--- src/rtl/syn_fifo_pkg.sv ---
// Shared types and default sizing for the synchronous FIFO read-side logic.
package syn_fifo_pkg;

  localparam int unsigned FIFO_DEPTH_DEF = 8;
  localparam int unsigned CNT_WIDTH_DEF  = 16;

  typedef enum logic [1:0] {
    EMPTY = 2'd0,
    ONE   = 2'd1,
    TWO   = 2'd2
  } occ_e;

endpackage

--- src/rtl/syn_fifo_skid2.sv ---
// Two-entry ordered buffer: words leave from the head in arrival order.
module syn_fifo_skid2
  import syn_fifo_pkg::*;
#(
  parameter int unsigned width = 3
) (
  input  logic             clk,
  input  logic             rst,
  input  logic             push,
  input  logic [width-1:0] push_data,
  input  logic             pop,
  output occ_e             occ,
  output logic [width-1:0] head
);

  occ_e             occ_q, occ_d;
  logic [width-1:0] head_q, head_d;
  logic [width-1:0] tail_q, tail_d;

  // push_data is only looked at when push is set; it may be undriven otherwise
  always_comb begin
    occ_d  = occ_q;
    head_d = head_q;
    tail_d = tail_q;
    case (occ_q)
      EMPTY: begin
        if (push) begin
          head_d = push_data;
          occ_d  = ONE;
        end
      end
      ONE: begin
        case ({push, pop})
          2'b11: head_d = push_data;
          2'b10: begin
            tail_d = push_data;
            occ_d  = TWO;
          end
          2'b01: occ_d = EMPTY;
          default: ;
        endcase
      end
      TWO: begin
        if (pop) begin
          head_d = tail_q;
          if (push) tail_d = push_data;
          else      occ_d  = ONE;
        end
      end
      default: occ_d = EMPTY;
    endcase
  end

  always_ff @(posedge clk) begin
    if (rst) begin
      occ_q  <= EMPTY;
      head_q <= '0;
      tail_q <= '0;
    end else begin
      occ_q  <= occ_d;
      head_q <= head_d;
      tail_q <= tail_d;
    end
  end

  assign occ  = occ_q;
  assign head = head_q;

endmodule

--- src/rtl/syn_fifo_reader.sv ---
// Drains a one-cycle-latency synchronous FIFO onto a valid/ready stream at full rate.
module syn_fifo_reader
  import syn_fifo_pkg::*;
#(
  parameter int fifo_depth = FIFO_DEPTH_DEF,
  parameter int fifo_width = $clog2(fifo_depth),
  parameter int cnt_width  = CNT_WIDTH_DEF
) (
  input  logic                  clk,
  input  logic                  rst,
  input  logic                  emp_fg,
  input  logic [fifo_width-1:0] rdata,
  output logic                  rd_en,
  output logic                  out_valid,
  input  logic                  out_ready,
  output logic [fifo_width-1:0] out_data,
  output logic [cnt_width-1:0]  out_count,
  output logic                  busy
);

  occ_e                  occ;
  logic [fifo_width-1:0] head;
  logic                  pend_q, pend_d;
  logic [cnt_width-1:0]  count_q, count_d;
  logic                  pop;
  logic [2:0]            load;

  assign out_valid = (occ != EMPTY);
  assign pop       = out_valid && out_ready;

  // Slots committed after this cycle; pop frees one now, so ready feeds rd_en combinationally
  always_comb begin
    load    = {1'b0, occ} + {2'b00, pend_q} - {2'b00, pop};
    rd_en   = !rst && !emp_fg && (load < 3'd2);
    pend_d  = rd_en && !emp_fg;
    count_d = pop ? count_q + cnt_width'(1) : count_q;
  end

  always_ff @(posedge clk) begin
    if (rst) begin
      pend_q  <= 1'b0;
      count_q <= '0;
    end else begin
      pend_q  <= pend_d;
      count_q <= count_d;
    end
  end

  syn_fifo_skid2 #(
    .width (fifo_width)
  ) u_skid (
    .clk       (clk),
    .rst       (rst),
    .push      (pend_q),
    .push_data (rdata),
    .pop       (pop),
    .occ       (occ),
    .head      (head)
  );

  assign out_data  = head;
  assign out_count = count_q;
  assign busy      = (occ != EMPTY) || pend_q;

endmodule
--- config.mk ---
export PLATFORM = sky130hd
export DESIGN_NAME = syn_fifo_reader
export DESIGN_NICKNAME = d
export VERILOG_FILES = /design/src/rtl/syn_fifo_pkg.sv /design/src/rtl/syn_fifo_skid2.sv /design/src/rtl/syn_fifo_reader.sv
export SDC_FILE = /design/constraint.sdc
export NUM_CORES = 1
export LEC_CHECK = 0
export CAP_MARGIN = 10
export CELL_PAD_IN_SITES_DETAIL_PLACEMENT = 0
export CELL_PAD_IN_SITES_GLOBAL_PLACEMENT = 1
export CORE_MARGIN = 4
export CORE_UTILIZATION = 40
export CTS_BUF_LIST = sky130_fd_sc_hd__clkbuf_8
export CTS_CLUSTER_SIZE = 10
export DETAILED_ROUTE_END_ITERATION = 10
export GPL_ROUTABILITY_DRIVEN = 0
export PLACE_DENSITY = 0.85
export SLEW_MARGIN = 5
export SYNTH_ARGS = -nofsm -noshare
export SYNTH_HDL_FRONTEND = slang
export SYNTH_HIERARCHICAL = 1
export SYNTH_SLANG_ARGS = --single-unit
--- constraint.sdc ---
create_clock -name clk -period 5.6 [get_ports clk]
set_input_delay 0.84 -clock clk [delete_from_list [all_inputs] [get_ports clk]]
set_output_delay 0.84 -clock clk [all_outputs]
set_load 0.01 [all_outputs]
==> results.yml, run 1 <==
grt:
  grt_pass1_wl_um: 5043
  grt_usage_pct: 14.77
  grt_start_max_net_pins: 29
  grt_pass1_vias: 1084
  grt_overflow_total: 0
  antenna_found_initial: 0
clock_tree:
  postCtsSetupRepairBufs: 0
  cts_resized: 0
  postCtsHoldBufs: 0
  clkSinkCount: 25
  cts_buffers: 3
  max-clock-path-buffers: 2
  clkTransAtPathRegs_ps: 90
  h-tree-depth: 1
  cts_tree: "done"
  clk_latency_ps: 270
  ctsRootBufferMaster: "clkbuf_8"
drt:
  finalWirelength_um: 2862
  routed_via_density: 5.221
  first_pass_iters: 4
  wl_per_cell_um: 12.89
  detail-route-antenna-nets: 0
  wl_met3_um: 120
  m1WireLength_um: 1332
  routed-via-count: 1159
  routed.top_layer: "met4"
  first_iter_violations: 43
  route.met2.wl_um: 1340
  drc_errors: 0
sta:
  slew_headroom_pct: 37.71
  hold_violations: 0
  max_slew.worst_pin.slew_ps: 931.5
  timing.final.crit_period_ps: 4742
  finalSetupViolCount: 0
  drv_slew: 0
  totalNegativeSetupSlack_ps: 0
  timing.final.crit_share_pct: 84.69
  fin_worst_skew_ps: 5.013
  rsz0062_at_grt: "no"
  fmax_mhz: 210.9
finish:
  layout-drive-gt1-share_pct: 8.427
  num-fill-cells: 308
  final-seq-area_um2: 500.5
  final_nets: 192
  multi_input_comb_area_um2: 758.2
  area_growth_pct: 26.10
  diodes: 0
logic_synthesis:
  synthesis.area_um2: 1333
  yosysTopAreaCellShare_pct: 37.56
  ys_seq_area_share_pct: 37.56
  synth_cell_type_count: 45
  netlist_instances: 152
  yosysTopAreaCell: "dfxtp_1"
  yosys_warnings: 6
  synth_edf_count: 0
  syn_avg_cell_area_um2: 8.767
  yosysMostFrequentCell: "dfxtp_1"
  synth_fp_nets: 165
  synthTopCellsByArea: "dfxtp_1 38%, ha_1 4.7%, xnor2_1 4.6%, nor2_1 3.7%, a21oi_1 3.4%"
  synthArstFlopShare_pct: 0
  synth_common_cells: "25 x dfxtp_1, 13 x nor2_1, 11 x inv_1"
  ys_seq_elements: 25
  ys_dominant_reg_cell: "dfxtp_1"
flow_run:
  max-cap-violations: 0
power_and_ir_drop:
  comb_power_share_pct: 19.2
  p_sw_share_pct: 26.48
  irDropWorstVdd_uv: 111.6
  p_per_area_nw_per_um2: 222.2
  pwr-share-seq_pct: 52.7
  p_int_mw: 0.2745
  clockPowerShare_pct: 28.1
  p_switching_mw: 0.09886
  power_mw: 0.3734
  leakage_nw: 0.5839
worst_setup_path:
  cp_max_fo: 11
  worstSetupPathType: "in -> out"
  start_kind: "input port"
  required_ps: 4760
  arrival_ps: 3900
  cp-end-kind: "output pin"
die:
  die_width_um: 65.72
  die_y_um: 65.72
  start_util_pct: 42.60
  ios: 29
  core_region_area_um2: 3128
  dieArea_um2: 4318
  rows: 20
min_path:
  min_path_type: "reg -> reg"
status:
  outcome: "completed"
placed_design:
  io_buffers: 28
  post-dp-hpwl_um: 2152
-- placed cells by master (no fill, tap or decap), types with 2 or more instances in the layout --
cell / n
clkbuf_8: 3
a211oi_1: 6
dfxtp_1: 25
or3_2: 2
nand4_1: 2
nand3_1: 8
or3_1: 2
xor2_1: 2
ha_1: 5
clkdlybuf4s50_1: 28
xnor2_1: 7
nand2_1: 8
nor2_1: 13
a21oi_1: 9
nor3_1: 4
and3b_2: 2
nor4_1: 5
o21ai_0: 5
nand2b_1: 2
nor4b_1: 3
inv_1: 12
a21o_1: 2
mux2i_1: 4
-- layout make-up --
cell class	instances	share of cell area (%)
clock inverters	1	0.2234
multi-input cells	110	45.12
repair buffers	28	16.68
flip-flops and latches	25	29.78
clock buffers	3	2.457
well taps	44	3.276
inverters	11	2.457
-- registers in the layout, indices dropped and copies added (netlist names) --
signal	count
out_count	16
pend_q	1
u_skid/head	3
u_skid/tail_q	3
u_skid/occ	2
-- worst paths after layout --
| check | start | endpoint | slack [ps] | depth (start not counted) |
|---|---|---|---|---|
| min | u_skid/tail_q[1] | u_skid/tail_q[1] | 480 | 2 |
| max reg2reg | u_skid/occ[1] | pend_q | 2810 | 7 |
| max | out_ready | rd_en | 860 | 9 |
| min reg2reg | u_skid/tail_q[1] | u_skid/tail_q[1] | 480 | 2 |
-- worst max-delay path, cell delays in order --
cell and delay, ps:
clkdlybuf4s50_1 430, o21ai_1 290, inv_1 310, ha_1 350, or2b_1 240, fa_1 380, xor2_1 180, nor4b_1 270
clkdlybuf4s50_1 610
-- cell families (layout without fill, tap and decap cells) --
logic type,Yosys count,count (layout),synth area share (%)
and+or+nand+nor,59,59,24.98
muxes,6,6,4.976
xor gates and xnor gates,9,9,5.916
buffers and inverters,17,43,5.539
AOI/OAI and AO/OA,30,30,14.83
DFF,25,25,37.56
adders and majority gates,6,6,6.197
-- power by group through the flow --
stage	logic [mW]	clock network (mW)	registers (mW)
after floorplan	0.0469	0	0.198
after global placement	0.0703	0	0.200
after detailed placement	0.0720	0	0.201
after CTS	0.0724	0.110	0.197
after global routing	0.0790	0.118	0.199
final	0.0718	0.105	0.197
-- metal layers --
metal	global-route usage, %	vias to the layer above
li1	-	592
met1	18.87	540
met2	23.65	21
met3	2.393	6
met4	7.772	0
met5	0	-
-- stage by stage --
stage | utilization [%] | hold slack [ps] | cell area, µm² | instances | setup slack, ps
floorplan | - | 443.1 | 1333 | 152 | 1955
global placement | 52.28 | 456.8 | 1635 | 218 | 931.2
detailed placement | 52.28 | 469.3 | 1635 | 218 | 894.8
CTS | 53.72 | 481.9 | 1680 | 222 | 867.8
global route | 53.72 | 496.5 | 1680 | 222 | 695.7
finish | 53.72 | 479.9 | 1680 | 222 | 857.6
(Power assumes the default switching activity.)
==> inputs of run 2 (changes only) <==
Settings changed: CORE_UTILIZATION 40 to 35, PLACE_DENSITY 0.85 to 0.79.
Clock period 5.6 ns to 4.1 ns, I/O delays scaled along.
==> run 2 against run 1 <==
  * Setup slack lost 590 ps
  * Clock power grew 41%
  * Critical path depth is the same
  * Count of clock-buffer cells in the layout is the same
  * Sequential power grew 35%
  * Worst hold slack gained 0.96 ps
==> results.yml, run 2 (synthesized netlist as in run 1, its figures left out) <==
status:
  outcome: "completed"
clock_tree:
  clkSinkCount: 25
  cts_resized: 0
  h-tree-depth: 1
  cts_buffers: 3
  clk_latency_ps: 270
  clkTransAtPathRegs_ps: 80
  postCtsHoldBufs: 0
  max-clock-path-buffers: 2
  cts_tree: "done"
  postCtsSetupRepairBufs: 0
  ctsRootBufferMaster: "clkbuf_8"
sta:
  fin_ws_ps: 265.0
  rsz0062_at_grt: "no"
  totalNegativeSetupSlack_ps: 0
  finalSetupViolCount: 0
  hold_violations: 0
  slew_headroom_pct: 55.74
  timing.final.crit_period_ps: 3835
  max_slew.worst_pin.slew_ps: 658.9
  drv_slew: 0
  holdWs_ps: 480.8
  timing.final.crit_share_pct: 93.54
  fmax_mhz: 260.8
  fin_worst_skew_ps: 9.368
drt:
  drc_errors: 0
  wl_per_cell_um: 13.05
  first_pass_iters: 4
  routed-via-count: 1172
  first_iter_violations: 58
  routed_via_density: 5.096
  finalWirelength_um: 3001
  detail-route-antenna-nets: 0
finish:
  final_common_cell: "clkdlybuf4s50_1"
  diodes: 0
  num-fill-cells: 349
  final_cell_mix: "28 x clkdlybuf4s50_1, 25 x dfxtp_1, 13 x nor2_1"
  final_nets: 196
  largest_register_ffs: 16
  final-seq-area_um2: 500.5
  area_growth_pct: 28.83
  multi_input_comb_area_um2: 758.2
  final_cell_area_um2: 1717
  layout-drive-gt1-share_pct: 10.99
grt:
  grt_overflow_total: 0
  antenna_found_initial: 0
  grt_start_max_net_pins: 29
  grt_pass1_wl_um: 4968
  grt_usage_pct: 12.46
  grt_pass1_vias: 1103
placed_design:
  io_buffers: 28
  placed_area_um2: 1670
  post-dp-hpwl_um: 2229
  place_ws_ps: 277.9
flow_run:
  max-cap-violations: 0
die:
  start_util_pct: 36.40
  core_region_area_um2: 3661
  dieArea_um2: 4858
  rows: 22
  die_y_um: 69.70
  die_width_um: 69.70
  ios: 29
worst_setup_path:
  cp-end-kind: "output pin"
  required_ps: 3480
  worstSetupPathType: "in -> out"
  arrival_ps: 3220
  cp_max_fo: 2
  start_kind: "input port"
  worstRegToRegCells: 7
power_and_ir_drop:
  irDropWorstVdd_uv: 116.6
  leakage_nw: 0.6023
  p_per_area_nw_per_um2: 302.5
min_path:
  min_path_cells: 2
  min_path_type: "reg -> reg"
==> run 2: changes by cell type in the layout (fill, tap and decap cells not counted), sizes merged <==
cell / change
buf: +4
clkinv: +1
inv: -1
==> run 2: report_power, final <==
| part | switching (mW) | total (mW) | internal [mW] |
|---|---|---|---|
| combinational | 0.0468 | 0.106 | 0.0591 |
| clock | 0.0797 | 0.148 | 0.0679 |
| sequential | 0.0133 | 0.266 | 0.253 |
==> run 2: layout make-up <==
class | instances | area share [%]
multi-input cells | 110 | 44.17
flip-flops and latches | 25 | 29.15
repair buffers | 32 | 18.08
well taps | 48 | 3.499
clock buffers | 3 | 2.405
inverters | 11 | 2.405
clock inverters | 1 | 0.2915
==> run 2: path summary, 6_finish.rpt <==
path,start,endpoint,slack (ps)
worst max-delay path,out_ready,rd_en,260
worst min-delay path,u_skid/tail_q[1],u_skid/tail_q[1],480
worst max register to register,u_skid/occ[0],pend_q,1850
worst min register to register,u_skid/tail_q[1],u_skid/tail_q[1],480
==> run 2: through the flow <==
step                util, %  power, mW  instances
global placement      45.63     0.3736        226
detailed placement    45.63     0.3784        226
finish                46.89     0.5193        230
CTS                   46.89     0.5238        230
floorplan                 -     0.3340        152
global route          46.89     0.5436        230
==> run 2: worst max-delay path, cell delays in order <==
cell and delay [ps]:
clkdlybuf4s50_1 500, o21ai_1 90, inv_1 90, ha_1 220
or2b_1 230, fa_1 380, xor2_1 180, nor4b_1 310
clkdlybuf4s50_1 600
==> run 2: layer usage <==
metal | GRT usage, % | part of all wire [%]
met1 | 15.67 | 46
met2 | 21.40 | 50
met3 | 2.029 | 2.9
met4 | 4.468 | 0.90
met5 | 0 | 0
